===== config.mk =====
export PLATFORM = sky130hd
export DESIGN_NAME = pipe_stage_skid
export DESIGN_NICKNAME = d
export VERILOG_FILES = /design/src/rtl/pipe_stage_skid.sv
export SDC_FILE = /design/constraint.sdc
export NUM_CORES = 1
export LEC_CHECK = 0
export BUFFER_PORTS_ARGS = -buffer_cell sky130_fd_sc_hd__buf_2
export CAP_MARGIN = 40
export CORE_AREA = 2 2 65 113
export DETAILED_ROUTE_END_ITERATION = 8
export DIE_AREA = 0 0 67 115
export PLACE_DENSITY = 0.86
export SLEW_MARGIN = 20
export SYNTH_ARGS = -nofsm -noshare
export SYNTH_HDL_FRONTEND = slang
export SYNTH_SLANG_ARGS = --single-unit

===== constraint.sdc =====
create_clock -name clk -period 2.4 [get_ports clk]
set_clock_uncertainty 0.2 [all_clocks]
set_input_delay 0.36 -clock clk [delete_from_list [all_inputs] [get_ports clk]]
set_output_delay 0.36 -clock clk [all_outputs]
set_load 0.1 [all_outputs]

===== src/rtl/pipe_stage_skid.sv =====
// Inter-stage pipeline register with valid/ready handshake and 2-entry skid.
// Optional statistics counters: define PIPE_STAGE_STAT_EN.
module pipe_stage_skid #(
    parameter int DATA_W = 32,
    parameter int CTRL_W = 8
`ifdef PIPE_STAGE_STAT_EN
    ,
    parameter int CNT_W  = 16
`endif
) (
    input  logic              clk,
    input  logic              rst_n,
    input  logic              flush,
    input  logic              in_valid,
    output logic              in_ready,
    input  logic [DATA_W-1:0] in_data,
    input  logic [CTRL_W-1:0] in_ctrl,
    output logic              out_valid,
    input  logic              out_ready,
    output logic [DATA_W-1:0] out_data,
    output logic [CTRL_W-1:0] out_ctrl
`ifdef PIPE_STAGE_STAT_EN
    ,
    output logic [CNT_W-1:0]  stall_cnt,
    output logic [CNT_W-1:0]  flush_cnt
`endif
);

    typedef enum logic [1:0] {
        EMPTY = 2'd0,
        ONE   = 2'd1,
        FULL  = 2'd2
    } state_t;

    state_t state_q, state_d;

    logic              in_ready_q;
    logic [DATA_W-1:0] main_data_q, skid_data_q;
    logic [CTRL_W-1:0] main_ctrl_q, skid_ctrl_q;

    logic acc_in;
    logic main_valid;
    logic ld_main_in;
    logic ld_main_skid;
    logic ld_skid_in;
    logic clr_skid;

    assign acc_in     = in_valid & in_ready_q;
    assign main_valid = (state_q != EMPTY);

    always_comb begin
        state_d      = state_q;
        ld_main_in   = 1'b0;
        ld_main_skid = 1'b0;
        ld_skid_in   = 1'b0;
        clr_skid     = 1'b0;
        if (!flush) begin
            unique case (state_q)
                EMPTY: begin
                    if (acc_in) begin
                        state_d    = ONE;
                        ld_main_in = 1'b1;
                    end
                end
                ONE: begin
                    if (acc_in && out_ready) begin
                        ld_main_in = 1'b1;
                    end else if (acc_in) begin
                        state_d    = FULL;
                        ld_skid_in = 1'b1;
                    end else if (out_ready) begin
                        state_d = EMPTY;
                    end
                end
                FULL: begin
                    if (out_ready) begin
                        state_d      = ONE;
                        ld_main_skid = 1'b1;
                        clr_skid     = 1'b1;
                    end
                end
                default: state_d = EMPTY;
            endcase
        end else begin
            state_d = EMPTY;
        end
    end

    // in_ready comes straight from a flop: no path from out_ready.
    always_ff @(posedge clk or negedge rst_n) begin
        if (!rst_n) begin
            state_q    <= EMPTY;
            in_ready_q <= 1'b1;
        end else begin
            state_q    <= state_d;
            in_ready_q <= (state_d != FULL);
        end
    end

    always_ff @(posedge clk or negedge rst_n) begin
        if (!rst_n) begin
            main_data_q <= '0;
            main_ctrl_q <= '0;
        end else if (flush) begin
            main_data_q <= '0;
            main_ctrl_q <= '0;
        end else if (ld_main_in) begin
            main_data_q <= in_data;
            main_ctrl_q <= in_ctrl;
        end else if (ld_main_skid) begin
            main_data_q <= skid_data_q;
            main_ctrl_q <= skid_ctrl_q;
        end
    end

    always_ff @(posedge clk or negedge rst_n) begin
        if (!rst_n) begin
            skid_data_q <= '0;
            skid_ctrl_q <= '0;
        end else if (flush || clr_skid) begin
            skid_data_q <= '0;
            skid_ctrl_q <= '0;
        end else if (ld_skid_in) begin
            skid_data_q <= in_data;
            skid_ctrl_q <= in_ctrl;
        end
    end

    assign in_ready  = in_ready_q;
    assign out_valid = main_valid;
    assign out_data  = main_data_q;
    // Bubbles must look like NOPs downstream.
    assign out_ctrl  = main_ctrl_q & {CTRL_W{main_valid}};

`ifdef PIPE_STAGE_STAT_EN
    logic [CNT_W-1:0] stall_cnt_q, flush_cnt_q;

    always_ff @(posedge clk or negedge rst_n) begin
        if (!rst_n) begin
            stall_cnt_q <= '0;
            flush_cnt_q <= '0;
        end else begin
            if (main_valid && !out_ready && (stall_cnt_q != '1)) begin
                stall_cnt_q <= stall_cnt_q + CNT_W'(1);
            end
            if (flush && (flush_cnt_q != '1)) begin
                flush_cnt_q <= flush_cnt_q + CNT_W'(1);
            end
        end
    end

    assign stall_cnt = stall_cnt_q;
    assign flush_cnt = flush_cnt_q;
`endif

endmodule


==> results of run 1 <==
layout make-up:
class | instances | area share, %
multi-input cells | 188 | 30.2
clock buffers | 15 | 6.62
flip-flops and latches | 83 | 47.8
well taps | 84 | 2.42
repair buffers | 95 | 12.7
clock inverters | 1 | 0.115
inverters | 1 | 0.0863
what timing repair did:
item | 4_1_cts | 5_1_grt
hold buffers | 1 | 0
endpoints found under the setup margin | 0 | 0
resized for setup | 0 | 0
hold endpoints to repair | 42 | 0
cells in the mapped netlist (all sizes together):
master and count:
a2111oi 1, a21o 1, a21oi 2, a22o 40
and2 1, and3b 1, and4b 1, buf 15
clkbuf 7, dfrtp 82, dfstp 1, inv 1
mux2i 40, nand2 41, nand2b 1, nand3b 1
nor2 3, nor2b 11, nor3 1, nor4b 1
o21ai 40, or2 2
path summary, 6_finish.rpt:
check                           cells past startpoint    startpoint              end  slack, ps
worst max-delay path                                4    state_q[1]      out_ctrl[6]        180
worst min-delay path                                2   in_data[24]  skid_data_q[24]         70
worst max register to register                      5    state_q[1]     out_data[22]        490
worst min register to register                      2  out_data[25]     out_data[25]        270
max in group asynchronous                           3         rst_n      out_data[3]       1010
min in group asynchronous                           2         rst_n      out_data[4]        360
where the power goes:
part           switching (W)  internal (W)  total, W  leakage, nW
logic               0.000551      0.000169  0.000720        0.929
clock network       0.000511      0.000813   0.00132        0.146
registers          0.0000400       0.00147   0.00151         1.13
total                0.00110       0.00245   0.00355         2.21
flip-flops by register name (all words and copies together), names as in the netlist:
register / cells
skid_data_q: 32
skid_ctrl_q: 8
state_q: 2
main_ctrl_q: 8
in_ready: 1
out_data: 32
logic make-up after synthesis:
group / synth area share [%]
flip-flops: 59.7
AND/OR/NAND/NOR: 8.60
buffers and inverters: 3.02
AO/OA/AOI/OAI: 17.1
multiplexers: 11.5
stage by stage:
stage          hold slack [ps]  utilization, %  setup slack [ps]  instance area, sq um
2_1_floorplan             -136               -              -158                  3480
3_3_place_gp               182            59.4               464                  4050
3_5_place_dp               190            59.4               419                  4050
4_1_cts                   61.5            63.9               182                  4350
5_1_grt                   72.3            63.9               149                  4350
6_report                  68.9            63.9               177                  4350
layer usage:
layer  part of all wire, %  global-route usage (%)
met1                    40                    28.9
met2                    53                    35.5
met3                   4.6                    4.50
met4                   3.1                    10.5
met5                     0                       0
==> out/results.txt, run 1 <==
outcome - complete, no violations
Syn Inst Count - 294
worst min path class - in -> reg
#FFs+latches synth - 83
CORE AREA - 6810 sq um
first-pass GRT wire length - 12800 microns
worst-path fanout max - 10
chip height - 115 microns
largest net degree at the start of global routing - 45
crit path launch type - flip-flop
routed wire length - 8100 microns
Pre-antenna DRT Iters - 4
max_cap viols - 0
most frequent cells in the layout - 85 x buf_2, 82 x dfrtp_1, 41 x nand2_1
Setup Viol. Count Final - 0
largest cells by area after synthesis - dfrtp_1 59%, mux2i_1 12%, a22o_1 10%
Crit-path slowest cell - buf_2
worst slew pin tran - 572 ps
slowest stage delay, CP - 450 ps
final slew viol count - 0
worst path cell trace - nor2_1 -> buf_4 -> nor2b_1 -> buf_2
setup tns final - 0 ps
CTS buffer count - 9
Std-Cell Rows - 40
CP delay by family, top - buffers and inverters
clock tree sinks - 83
Post-Syn Nets - 339
sequential element share of the synthesized area - 59.7%
routed len/inst - 17.4 microns
Layout Nets - 423
syn avg cell area - 11.8 sq um
crit path DAT - 1660 ps
Worst Path Required - 1840 ps
WS Path Type - reg -> out
vias in the first global route - 2629
Antenna Nets Post-Route - 0
via count - 2642
Starting Density - 51.1%
Final HPWL DP - 5160 microns
Rel. slew slack - 61.9%
GRT Total Usage - 22.3%
GRT Residual Overflow - 0
H-tree Lvls - 3
RePlAce Congestion - 0.789
drt via density - 5.66
Yosys top cell by area - dfrtp_1
Final Hold Fails - 0
WP buf/inv - 2
clk_lat worst skew - 330 ps
Tcrit/Tclk final - 92.6%
Clk pin slew, worst setup/hold paths - 60 ps
Max VDD drop - 0.000636 V
leakage - 2.21 nW
1st-iter DRT viols - 183
Cell Area, Synth - 3480 sq um
num ports - 87
final cell count without fillers - 467
min Tclk post-route - 2220 ps
Yosys top cell area share - 59.0%
Placed Instances - 450
pwr dens - 817 nW/um^2
area of the multi-input gates - 1320 sq um
commonest non-fill, non-tap cell in the layout - buf_2
# fillers - 558
Worst Setup End Kind - output pin
RSZ-0062 raised after global routing - no
clk buf depth - 2
f_max - 450 MHz
P&R area growth vs syn - 25.0%
CTS tree - yes
IO Port Bufs - 86
DRC - 0
Setup Fix Bufs, Post-CTS - 0
initial antenna violation count - 0
layout cell share with drive strength beyond 1 - 30.0%
Synthesis Warnings - 0
Die X - 67 microns
CTS root buffer - clkbuf_16
Register Area - 2080 sq um
Netlist cell types - 23
die area - 7710 sq um
Diodes inserted - 0
Final Power - 0.00355 W
Note: power is estimated with default switching activity, not from simulation.
==> run 2, diff against run 1 <==
--- a/config.mk
+++ b/config.mk
@@ -10,7 +10,7 @@
 export CORE_AREA = 2 2 65 113
 export DETAILED_ROUTE_END_ITERATION = 8
 export DIE_AREA = 0 0 67 115
-export PLACE_DENSITY = 0.86
+export PLACE_DENSITY = 0.77
 export SLEW_MARGIN = 20
 export SYNTH_ARGS = -nofsm -noshare
 export SYNTH_HDL_FRONTEND = slang
==> run 2 against run 1 <==
  * Routed wire length is 2.5% lower
  * Critical endpoint unchanged
  * Die area stayed put
  * Critical path depth stayed put
  * Utilization is 0.55 points higher
  * Largest cell class unchanged
  * Fmax is 4.1% higher
  * First-iteration DRC count is 36% higher
  * Combinational power hardly changed
==> out/results.txt, run 2 (synthesis gave the netlist of run 1 again) <==
outcome - complete, no violations
CORE AREA - 6810 sq um
clk buf depth - 2
Final HPWL DP - 4960 microns
worst-path fanout max - 11
routed wire length - 7900 microns
CTS root buffer - clkbuf_16
setup ws final - 264 ps
1st-iter DRT viols - 248
P&R area growth vs syn - 26.1%
Starting Density - 51.1%
vias in the first global route - 2708
Tcrit/Tclk final - 89.0%
cts repair resizes - 0
final core utilization - 64.4%
min Tclk post-route - 2140 ps
reg2reg setup slack - 510 ps
area of the multi-input gates - 1320 sq um
worst min path class - in -> reg
r2r worst-path depth - 6
GRT Residual Overflow - 0
final slew viol count - 0
via count - 2659
first-pass GRT wire length - 13000 microns
RePlAce Congestion - 0.756
Max VDD drop - 0.000697 V
final cell count without fillers - 469
num ports - 87
clock tree sinks - 83
routed len/inst - 16.8 microns
max_cap viols - 0
f_max - 468 MHz
Die X - 67 microns
Worst Path Required - 1840 ps
Std-Cell Rows - 40
H-tree Lvls - 3
CTS buffer count - 9
Worst Setup End Kind - output pin
IO Port Bufs - 86
Register Area - 2080 sq um
Setup WS pre-CTS - 438 ps
Layout Nets - 425
Hold Path Depth - 2
Diodes inserted - 0
chip height - 115 microns
CTS tree - yes
initial antenna violation count - 0
DRC - 0
# hold bufs at CTS - 1
largest net degree at the start of global routing - 43
pwr dens - 843 nW/um^2
die area - 7710 sq um
layout cell share with drive strength beyond 1 - 30.9%
crit path launch type - flip-flop
Placed Instances - 452
Rel. slew slack - 66.2%
RSZ-0062 raised after global routing - no
most frequent cells in the layout - 85 x buf_2, 82 x dfrtp_1, 41 x nand2_1
worst slew pin tran - 507 ps
Setup Viol. Count Final - 0
crit path DAT - 1580 ps
Pre-antenna DRT Iters - 4
Final Hold Fails - 0
# fillers - 572
drt via density - 5.67
Setup Fix Bufs, Post-CTS - 0
commonest non-fill, non-tap cell in the layout - buf_2
leakage - 2.23 nW
Clk pin slew, worst setup/hold paths - 60 ps
clk_lat worst skew - 330 ps
Antenna Nets Post-Route - 0
GRT Total Usage - 22.3%
WS Path Type - reg -> out
==> run 2: worst paths after layout <==
kind | startpoint | end
max | state_q[1] | out_ctrl[6]
min | in_data[13] | skid_data_q[13]
max in group asynchronous | rst_n | out_data[16]
min in group asynchronous | rst_n | main_ctrl_q[7]
max reg2reg | state_q[1] | out_data[22]
min reg2reg | out_data[25] | out_data[25]
==> run 2: per-stage QoR <==
stage                     hold WS, ps  area (sq um)  total power, W  setup TNS [ps]
after floorplan                  -136          3480         0.00205           -1260
after global placement            160          4050         0.00224               0
after detailed placement          164          4050         0.00225               0
after CTS                        61.8          4390         0.00374               0
after global routing             69.9          4390         0.00383               0
final                            72.7          4390         0.00370               0
==> run 2: routing by layer <==
| layer | global-route usage (%) | wire length (microns) | share of wire (%) |
|---|---|---|---|
| met1 | 29.4 | 3280 | 41 |
| met2 | 35.7 | 4050 | 51 |
| met3 | 4.60 | 402 | 5.1 |
| met4 | 8.84 | 167 | 2.1 |
| met5 | 0 | 0 | 0 |
==> run 2: critical path: stages, from the launching register on <==
cell and delay, ps:
dfrtp_1 400, nor2_1 60, buf_4 180, nor2b_1 160, buf_2 450
==> run 2: area by class of cell <==
type	count	area share [%]
Clock buffer	11	5.76
Timing Repair Buffer	97	12.7
Sequential cell	83	47.4
Clock inverter	5	1.71
Tap cell	84	2.40
Multi-Input combinational cell	188	30.0
Inverter	1	0.0856
==> run 2: report_power, final <==
group	internal (W)	leakage [nW]	switching, W
Sequential	0.00147	1.13	0.0000382
Combinational	0.000169	0.934	0.000550
Clock	0.000962	0.165	0.000512
Total	0.00260	2.23	0.00110
